--- src/rtl/uart_pkg.sv ---
// Shared UART definitions: baud constants, oversampling and frame geometry,
// vote sample offsets, receiver FSM encoding and the baud divisor helper.
`timescale 1ns/1ps
package uart_pkg;

  localparam int BAUD_9600   = 9600;
  localparam int BAUD_19200  = 19200;
  localparam int BAUD_38400  = 38400;
  localparam int BAUD_57600  = 57600;
  localparam int BAUD_115200 = 115200;

  localparam int OVERSAMPLE  = 16;
  localparam int FRAME_BITS  = 10;

  // Ticks within a bit at which the line is sampled for the 2-of-3 vote
  localparam logic [3:0] SAMPLE_OFS_A = 4'd6;
  localparam logic [3:0] SAMPLE_OFS_B = 4'd7;
  localparam logic [3:0] SAMPLE_OFS_C = 4'd8;

  localparam logic [3:0] STOP_BIT_IDX     = 4'(FRAME_BITS - 1);
  localparam logic [7:0] STOP_DECIDE_TCNT = 8'(OVERSAMPLE * (FRAME_BITS - 1)) + {4'd0, SAMPLE_OFS_C};

  localparam int DIV_W = 16;

  typedef enum logic {
    ST_IDLE = 1'b0,
    ST_RECV = 1'b1
  } rx_state_e;

  // Truncated clocks-per-tick for a given line rate
  function automatic int baud_div(input int clk_hz, input int baud);
    return clk_hz / (baud * OVERSAMPLE);
  endfunction

endpackage

--- src/rtl/uart_baud_tick.sv ---
// 16x oversampling tick divider. The counter runs 0..DIV-1 and pulses tick
// on DIV-1; clr restarts the count so the first tick lands DIV clocks later.
`timescale 1ns/1ps
module uart_baud_tick
  import uart_pkg::*;
#(
  parameter int CLK_FREQ_HZ = 50_000_000
) (
  input  logic       clk,
  input  logic       reset,
  input  logic       clr,
  input  logic [2:0] baud_sel,
  output logic       tick
);

  localparam logic [DIV_W-1:0] DIVM1_9600   = DIV_W'(baud_div(CLK_FREQ_HZ, BAUD_9600) - 1);
  localparam logic [DIV_W-1:0] DIVM1_19200  = DIV_W'(baud_div(CLK_FREQ_HZ, BAUD_19200) - 1);
  localparam logic [DIV_W-1:0] DIVM1_38400  = DIV_W'(baud_div(CLK_FREQ_HZ, BAUD_38400) - 1);
  localparam logic [DIV_W-1:0] DIVM1_57600  = DIV_W'(baud_div(CLK_FREQ_HZ, BAUD_57600) - 1);
  localparam logic [DIV_W-1:0] DIVM1_115200 = DIV_W'(baud_div(CLK_FREQ_HZ, BAUD_115200) - 1);

  logic [DIV_W-1:0] div_m1;
  logic [DIV_W-1:0] cnt_q, cnt_d;

  // Terminal count select; unused codes fall back to 9600
  always_comb begin
    case (baud_sel)
      3'd1:    div_m1 = DIVM1_19200;
      3'd2:    div_m1 = DIVM1_38400;
      3'd3:    div_m1 = DIVM1_57600;
      3'd4:    div_m1 = DIVM1_115200;
      default: div_m1 = DIVM1_9600;
    endcase
  end

  // Tick on terminal count, wrap to zero, clear has priority
  always_comb begin
    tick  = !clr && (cnt_q == div_m1);
    cnt_d = (clr || tick) ? '0 : cnt_q + DIV_W'(1);
  end

  // Divider counter register
  always_ff @(posedge clk or posedge reset) begin
    if (reset) cnt_q <= '0;
    else       cnt_q <= cnt_d;
  end

endmodule

--- src/rtl/uart_byte_rx.sv ---
// UART 8N1 byte receiver with 16x oversampling and 2-of-3 majority vote per
// bit. Stop bit is judged mid-bit so back-to-back frames are accepted.
// Optional macro UART_RX_FRAME_CHECK_EN: a low stop bit pulses frame_err and
// suppresses rx_done; without it the stop bit is ignored.
`timescale 1ns/1ps
module uart_byte_rx
  import uart_pkg::*;
#(
  parameter int CLK_FREQ_HZ = 50_000_000
) (
  input  logic       clk,
  input  logic       reset,
  input  logic       uart_rx,
  input  logic [2:0] baud_set,
  output logic [7:0] data_byte,
  output logic       rx_done,
  output logic       uart_state,
  output logic       frame_err
);

  logic       rx_s1_q, rx_s1_d, rx_s2_q, rx_s2_d, rx_prev_q, rx_prev_d;
  logic       fall_edge, start, tick, decide, maj;
  logic [3:0] bit_idx;
  rx_state_e  state_q, state_d;
  logic [2:0] baud_q, baud_d;
  logic [7:0] tcnt_q, tcnt_d;
  logic [1:0] smp_q, smp_d;
  logic [7:0] shreg_q, shreg_d;
  logic [7:0] data_q, data_d;
  logic       done_q, done_d;
`ifdef UART_RX_FRAME_CHECK_EN
  logic       ferr_q, ferr_d;
`endif

  function automatic logic majority3(input logic a, input logic b, input logic c);
    return (a & b) | (a & c) | (b & c);
  endfunction

  uart_baud_tick #(.CLK_FREQ_HZ(CLK_FREQ_HZ)) u_tick (
    .clk      (clk),
    .reset    (reset),
    .clr      (start),
    .baud_sel (baud_q),
    .tick     (tick)
  );

  // Synchroniser chain plus previous-value register for edge detection
  always_comb begin
    rx_s1_d   = uart_rx;
    rx_s2_d   = rx_s1_q;
    rx_prev_d = rx_s2_q;
    fall_edge = rx_prev_q && !rx_s2_q;
    start     = (state_q == ST_IDLE) && fall_edge;
    bit_idx   = tcnt_q[7:4];
    decide    = (state_q == ST_RECV) && tick && (tcnt_q[3:0] == SAMPLE_OFS_C);
    maj       = majority3(smp_q[0], smp_q[1], rx_s2_q);
  end

  // FSM state register
  always_ff @(posedge clk or posedge reset) begin
    if (reset) state_q <= ST_IDLE;
    else       state_q <= state_d;
  end

  // FSM next state: leave on false start or after the stop-bit vote
  always_comb begin
    state_d = state_q;
    case (state_q)
      ST_IDLE: if (fall_edge) state_d = ST_RECV;
      ST_RECV: begin
        if (decide && bit_idx == 4'd0 && maj)      state_d = ST_IDLE;
        else if (decide && bit_idx == STOP_BIT_IDX) state_d = ST_IDLE;
      end
      default: state_d = ST_IDLE;
    endcase
  end

  // FSM outputs: tick counting, vote sampling, shifting and byte delivery
  always_comb begin
    baud_d  = baud_q;
    tcnt_d  = tcnt_q;
    smp_d   = smp_q;
    shreg_d = shreg_q;
    data_d  = data_q;
    done_d  = 1'b0;
`ifdef UART_RX_FRAME_CHECK_EN
    ferr_d  = 1'b0;
`endif
    if (start) begin
      baud_d = baud_set;
      tcnt_d = '0;
    end
    if (state_q == ST_RECV && tick) begin
      tcnt_d = tcnt_q + 8'd1;
      if (tcnt_q[3:0] == SAMPLE_OFS_A) smp_d[0] = rx_s2_q;
      if (tcnt_q[3:0] == SAMPLE_OFS_B) smp_d[1] = rx_s2_q;
    end
    if (decide && bit_idx >= 4'd1 && bit_idx <= 4'd8)
      shreg_d[3'(bit_idx - 4'd1)] = maj;
    if (decide && tcnt_q == STOP_DECIDE_TCNT) begin
`ifdef UART_RX_FRAME_CHECK_EN
      if (maj) begin
        data_d = shreg_q;
        done_d = 1'b1;
      end else begin
        ferr_d = 1'b1;
      end
`else
      data_d = shreg_q;
      done_d = 1'b1;
`endif
    end
  end

  // Control and output registers, cleared by reset
  always_ff @(posedge clk or posedge reset) begin
    if (reset) begin
      rx_s1_q   <= 1'b1;
      rx_s2_q   <= 1'b1;
      rx_prev_q <= 1'b1;
      baud_q    <= '0;
      tcnt_q    <= '0;
      data_q    <= '0;
      done_q    <= 1'b0;
`ifdef UART_RX_FRAME_CHECK_EN
      ferr_q    <= 1'b0;
`endif
    end else begin
      rx_s1_q   <= rx_s1_d;
      rx_s2_q   <= rx_s2_d;
      rx_prev_q <= rx_prev_d;
      baud_q    <= baud_d;
      tcnt_q    <= tcnt_d;
      data_q    <= data_d;
      done_q    <= done_d;
`ifdef UART_RX_FRAME_CHECK_EN
      ferr_q    <= ferr_d;
`endif
    end
  end

  // Vote samples and shift register; every bit is rewritten each frame
  always_ff @(posedge clk) begin
    smp_q   <= smp_d;
    shreg_q <= shreg_d;
  end

  assign data_byte  = data_q;
  assign rx_done    = done_q;
  assign uart_state = (state_q == ST_RECV);
`ifdef UART_RX_FRAME_CHECK_EN
  assign frame_err  = ferr_q;
`else
  assign frame_err  = 1'b0;
`endif

endmodule
--- config.mk ---
export PLATFORM = sky130hd
export DESIGN_NAME = uart_byte_rx
export DESIGN_NICKNAME = d
export VERILOG_FILES = /design/src/rtl/uart_pkg.sv /design/src/rtl/uart_baud_tick.sv /design/src/rtl/uart_byte_rx.sv
export SDC_FILE = /design/constraint.sdc
export NUM_CORES = 1
export LEC_CHECK = 0
export ABC_AREA = 1
export CAP_MARGIN = 20
export CORE_MARGIN = 5
export CORE_UTILIZATION = 35
export DETAILED_ROUTE_END_ITERATION = 8
export PLACE_DENSITY_LB_ADDON = 0.08
export SLEW_MARGIN = 15
export SYNTH_ARGS = -nofsm -noshare
export SYNTH_HDL_FRONTEND = slang
export SYNTH_SLANG_ARGS = --single-unit
--- constraint.sdc ---
create_clock -name clk -period 2.8 [get_ports clk]
set_clock_uncertainty 0.2 [all_clocks]
set_input_delay 0.56 -clock clk [delete_from_list [all_inputs] [get_ports clk]]
set_output_delay 0.56 -clock clk [all_outputs]
set_load 0.02 [all_outputs]
# After elaboration in Yosys (flattened, before gate mapping)
# Index checks and enable logic that the tools add are counted.
# W data, S select, Z words.
[word_totals] ff_bits=50 in_bits=6 word_cells=66
[op_classes] add_sub_neg=3 magnitude_cmp=4 eq_ne=10 n_mux=12 bitwise_logic=6 n_reduce_logical=19
[ops] operator="$pmux W9 S4" count=1
[ops] operator="$add A16 B1 Y16 const B" count=1
[ops] operator="$eq A16 B9 Y1" count=1
[ops] operator="$mux W16" count=1
[ops] operator="$mux W8" count=2
[ops] operator="$logic_and A1 B1 Y1" count=12
[ops] operator="$add A8 B1 Y8 const B" count=1
[ops] operator="$bwmux W8" count=1
[ops] operator="$eq A4 B3 Y1 const B" count=2
[ops] operator="$eq A4 B4 Y1 const B" count=2
[ops] operator="$eq A8 B8 Y1 const B" count=1
[ops] operator="$eq A3 B2 Y1 const B" count=2
[ops] operator="$mux W1" count=5
[ops] operator="$ge A4 B1 Y1 const B" count=1
[ops] operator="$le A4 B4 Y1 const B" count=1
[ops] operator="$logic_not A4 Y1" count=1
[ops] operator="$lt A3 B4 Y1 const B" count=1
[ops] operator="$reduce_and A2 Y1" count=2
[ops] operator="$and A1 B1 Y1" count=3
[ops] operator="$demux W1 S3" count=1
[ops] operator="$eq A3 B1 Y1 const B" count=1
[ops] operator="$eq A3 B3 Y1 const B" count=1
[ops] operator="$ge A3 B1 Y1 const B" count=1
[ops] operator="$sub A3 B1 Y3 const B" count=1
[ops] operator="other kinds (6)" count=8

# Depth between registers and ports, before layout
[logic_depth] depth_word=11 ltp_mapped=15

# Modules after synthesis
# Synthesis repeated with hierarchy kept, for this count alone.
[unflattened] hier_cells=315 area_unflattened_um2=2621.3
[by_module_without_submodules] module="uart_byte_rx" n_inst=1 cells_each=166 area_each_um2=1564.0 seq_area_each_um2=904.6
[by_module_without_submodules] module="uart_baud_tick" n_inst=1 cells_each=149 area_each_um2=1057.3 seq_area_each_um2=400.4

# Least setup slack after synthesis
# Ideal clock, no wire load.
[synth_path] path_kind="reg-to-reg" start="register baud_q[2]" end="register shreg_q[0] (enable)" t_arrival_ps=1625 path_slack_ps=676 stages_incl_launch_ff=14 n_path_buf=0 cell_sequence="dfrtp_1 > nor2_1 > nand2_1 > nand2_2 > inv_2 > nand2_2 > nand2_1 > nand2_1 > nand2_1 > nor2_1 > nand3_2 > nor2_4 > nand3_2 > nor2_1"
[synth_between] elab_chain_cells=8 word_cells_on_any_way=11 cone_classes="eq/ne: 5; mux: 1; reduce/logical: 5"
[synth_rtl] element="from (decl)" line_no="uart_byte_rx.sv:25" text="logic [2:0] baud_q, baud_d;"
[synth_rtl] element="from (signal assigned)" line_no="uart_byte_rx.sv:132" text="baud_q <= baud_d;"
[synth_rtl] element="$eq A3 B3 Y1 (tied with other cells)" line_no="uart_baud_tick.sv:27" text="case (baud_sel)"
[synth_rtl] element="$pmux W9 S4 *" line_no="uart_baud_tick.sv:27"
[synth_rtl] element="$eq A16 B9 Y1 *" line_no="uart_baud_tick.sv:38" text="tick = !clr && (cnt_q == div_m1);"
[synth_rtl] element="$logic_and A1 B1 Y1 *" line_no="uart_baud_tick.sv:38"
[synth_rtl] element="$logic_and A1 B1 Y1 * (2 in series)" line_no="uart_byte_rx.sv:55" text="decide = (state_q == ST_RECV) && tick && (tcnt_q[3:0] == SAMPLE_OFS_C);"
[synth_rtl] element="$logic_and A1 B1 Y1 * (2 in series)" line_no="uart_byte_rx.sv:98" text="if (decide && bit_idx >= 4'd1 && bit_idx <= 4'd8)"
[synth_rtl] element="to (signal assigned)" line_no="uart_byte_rx.sv:145" text="shreg_q <= shreg_d;"
[synth_rtl] element="to (decl)" line_no="uart_byte_rx.sv:28" text="logic [7:0] shreg_q, shreg_d;"
# Every way passes the cells marked *; elsewhere a longest branch is shown, timed or not.
# A chain may end at the register's enable or synchronous reset.

# Worst setup path in the final report
[layout_path] start="register baud_q[2]" end="register shreg_q[5] (enable)"
# The elaborated chain is that of the path after synthesis.

==> flow_summary.yaml <==
cts:
  clockBufferDepth: 2
  cts_inserted_buffers: 5
  clock-sinks: 50
  clk_pin_slew_ns: 0.09
  post_cts_buffers: 0
  cts-root-buf: "clkbuf_8"
  h-tree-depth: 2
  tritoncts: "yes"
  clk_latency_ns: 0.31
  cts_resized: 0
  cts_hold_buf: 0
outcome:
  status: "complete, no violations"
sta:
  min_period_ns: 2.398
  finalSetupTns_ns: 0
  relSlewSlack: 0.6466
  tightest_slew_ns: 0.5302
  finalHoldViolations: 0
  fin_crit_sh: 0.8563
  fmax_mhz: 417.1
  rsz0062_at_grt: "no"
  finalSetupViolCount: 0
  report.final.slew_viol_count: 0
drt:
  drcViolationCount: 0
  first_iter_violations: 101
  vias_per_cell: 4.578
  num_vias: 1955
  ant_nets: 0
  routed_wl_mm: 5.141
  wl_per_cell_um: 12.04
  firstDrtPassIters: 4
layout:
  drive_above_1_share: 0.1067
  n_antenna_cell: 0
  finalNetCount: 340
  final_common_cell: "nand2_1"
  area_delta_synth_final_pct: 14.23
  final_cell_mix: "nand2_1 (63), nor2_1 (46), dfrtp_1 (37)"
global_route:
  grt_first_pass_wirelength_mm: 8.735
  grt_start_max_net_pins: 41
  grt-ovfl-total: 0
  grt_util_all_layers: 0.1227
  antenna_found_initial: 0
  grt_pass1_vias: 1835
power:
  clkPwrFrac: 0.264
  seqPwrFrac: 0.462
  intPower_mw: 1.283
  switching_power_uw: 665.5
  power_density_nw_per_um2: 651.0
  power.share.switching: 0.3416
  finalPower_mw: 1.948
  peakVddDrop_mv: 0.2167
  p_comb_frac: 0.273
  p_leak_nw: 1.338
worst_setup_path:
  r2r-end: "shreg_q[5]$_DFFE_PP_"
  rrSetupSlack_ns: 0.40
  path_cells: "nor2_1 > nand2_1 > nand2_2 > inv_2 > nand2_2 > nand2_1 > nand2_1 > nand2_1 > nor2_1 > nand3_2 > nor2_4 > nand3_2 > nor2_1"
  rr_startpoint: "baud_q[2]$_DFFE_PP0P_"
  cp.depth: 13
  cp_slowest_cell: "dfrtp_1"
  cp-end-kind: "flop"
  critPathTopFamily: "simple AND/OR/NAND/NOR gates"
  cpPeakStageDelay_ns: 0.43
  worstRegToRegCells: 13
  start_kind: "flop"
  path_buf_inv: 1
  worstSetupPathType: "flop to flop"
  crit_top_cell: "nand2_1"
  cp_max_fo: 10
  cp.arrival_ns: 2.22
  crit_required_ns: 2.63
hold_path:
  min_from: "rx_s1_q$_DFF_PP1_"
  holdPathEnd: "rx_prev_d$_DFF_PP1_"
  min_path_cells: 0
  hold_class: "flop to flop"
floorplanning:
  ios: 17
  die_w_um: 96.52
  rows: 31
  die_area_um2: 9316
  dieHeight_um: 96.52
  design.core.area_um2: 7253
  initial_core_util: 0.3612
placed_design:
  gp_congestion: 0.8663
  io_buffers: 15
  dp_hpwl_mm: 3.809
synth:
  synth_edf_count: 10
  synth_cell_types: 37
  ys_seq_elements: 50
  seq_area_frac_synth: 0.4981
  syn_area_per_cell_um2: 8.534
  synth_nets: 320
  synth_flop_cell: "dfrtp_1"
  syn_area_um2: 2620
  yosysWarningCount: 0
  async_flop_share: 0.8000
  syn_inst: 307
run:
  max-cap-violations: 0
[metal layers]
layer | global-route usage | vias up | share of wire
met4 | 0.04322 | 0 | 0.018
met3 | 0.02866 | 8 | 0.039
li1 | - | 1025 | -
met2 | 0.1902 | 31 | 0.42
met1 | 0.1677 | 891 | 0.52
met5 | 0 | - | 0
[flip-flops by register name, indices dropped and copies added, names as in the netlist]
register and count:
rx_prev_q 1, data_byte 8, tcnt_q 8, rx_prev_d 1
rx_done 1, smp_q 2, rx_s1_q 1, baud_q 3
uart_state 1, u_tick.cnt_q 16, shreg_q 8
[cell families after synthesis]
| group | share of synthesized area |
|---|---|
| other cells | 0.001431 |
| flops | 0.4981 |
| buf+inv | 0.06734 |
| xor+xnor | 0.04011 |
| simple gates | 0.3128 |
| fa+ha+maj | 0.03343 |
| compound gates | 0.04680 |
[per-stage QoR]
step	utilization	cells	hold slack (ns)	instance area, µm²	setup slack, ns
2_1_floorplan	-	307	0.1452	2620	0.6757
3_3_place_gp	0.3974	419	0.1475	2883	0.4320
3_5_place_dp	0.3974	419	0.1475	2883	0.3960
4_1_cts	0.4126	427	0.1617	2993	0.3810
5_1_grt	0.4126	427	0.1705	2993	0.09193
6_report	0.4126	427	0.1596	2993	0.4023
[worst max-delay path by stage]
stage / start / endpoint
after detailed placement: baud_q[1]$_DFFE_PP0P_ / shreg_q[5]$_DFFE_PP_
final: baud_q[2]$_DFFE_PP0P_ / shreg_q[5]$_DFFE_PP_
after CTS: baud_q[1]$_DFFE_PP0P_ / shreg_q[5]$_DFFE_PP_
after global placement: baud_q[1]$_DFFE_PP0P_ / shreg_q[2]$_DFFE_PP_
after global routing: baud_q[0]$_DFFE_PP0P_ / shreg_q[5]$_DFFE_PP_
after floorplan: baud_q[2]$_DFFE_PP0P_ / shreg_q[0]$_DFFE_PP_
[cell type report]
cell class,count,area [µm²]
multi-input combinational,213,1139
tap,99,123.9
timing repair buffer,17,165.2
clock buffer,6,72.57
sequential,50,1305
fill,755,4260
clock inverter,2,37.54
inverter,40,150.1
[synth_stat cells (4+ instances only)]
cell type  instances  share of area
nor3_1             9          0.017
nand2_1           63          0.090
xnor2_1            4          0.013
o22ai_1            5          0.012
a21oi_1            7          0.013
nor2_1            46          0.066
dfrtp_1           37           0.35
inv_1             32          0.046
nand3_1           29          0.055
edfxtp_1          10           0.11
ha_1               7          0.033
xor2_1             8          0.027
inv_2              6         0.0086
nand3_2            5          0.019
[power by group through the flow]
stage	clock network [mW]	logic (mW)	registers [mW]
after floorplan	0	0.441	0.895
after global placement	0	0.536	0.916
after detailed placement	0	0.538	0.917
after CTS	0.535	0.540	0.902
after global routing	0.565	0.625	0.914
final	0.515	0.533	0.901
Power figures use the tool's default switching activity.
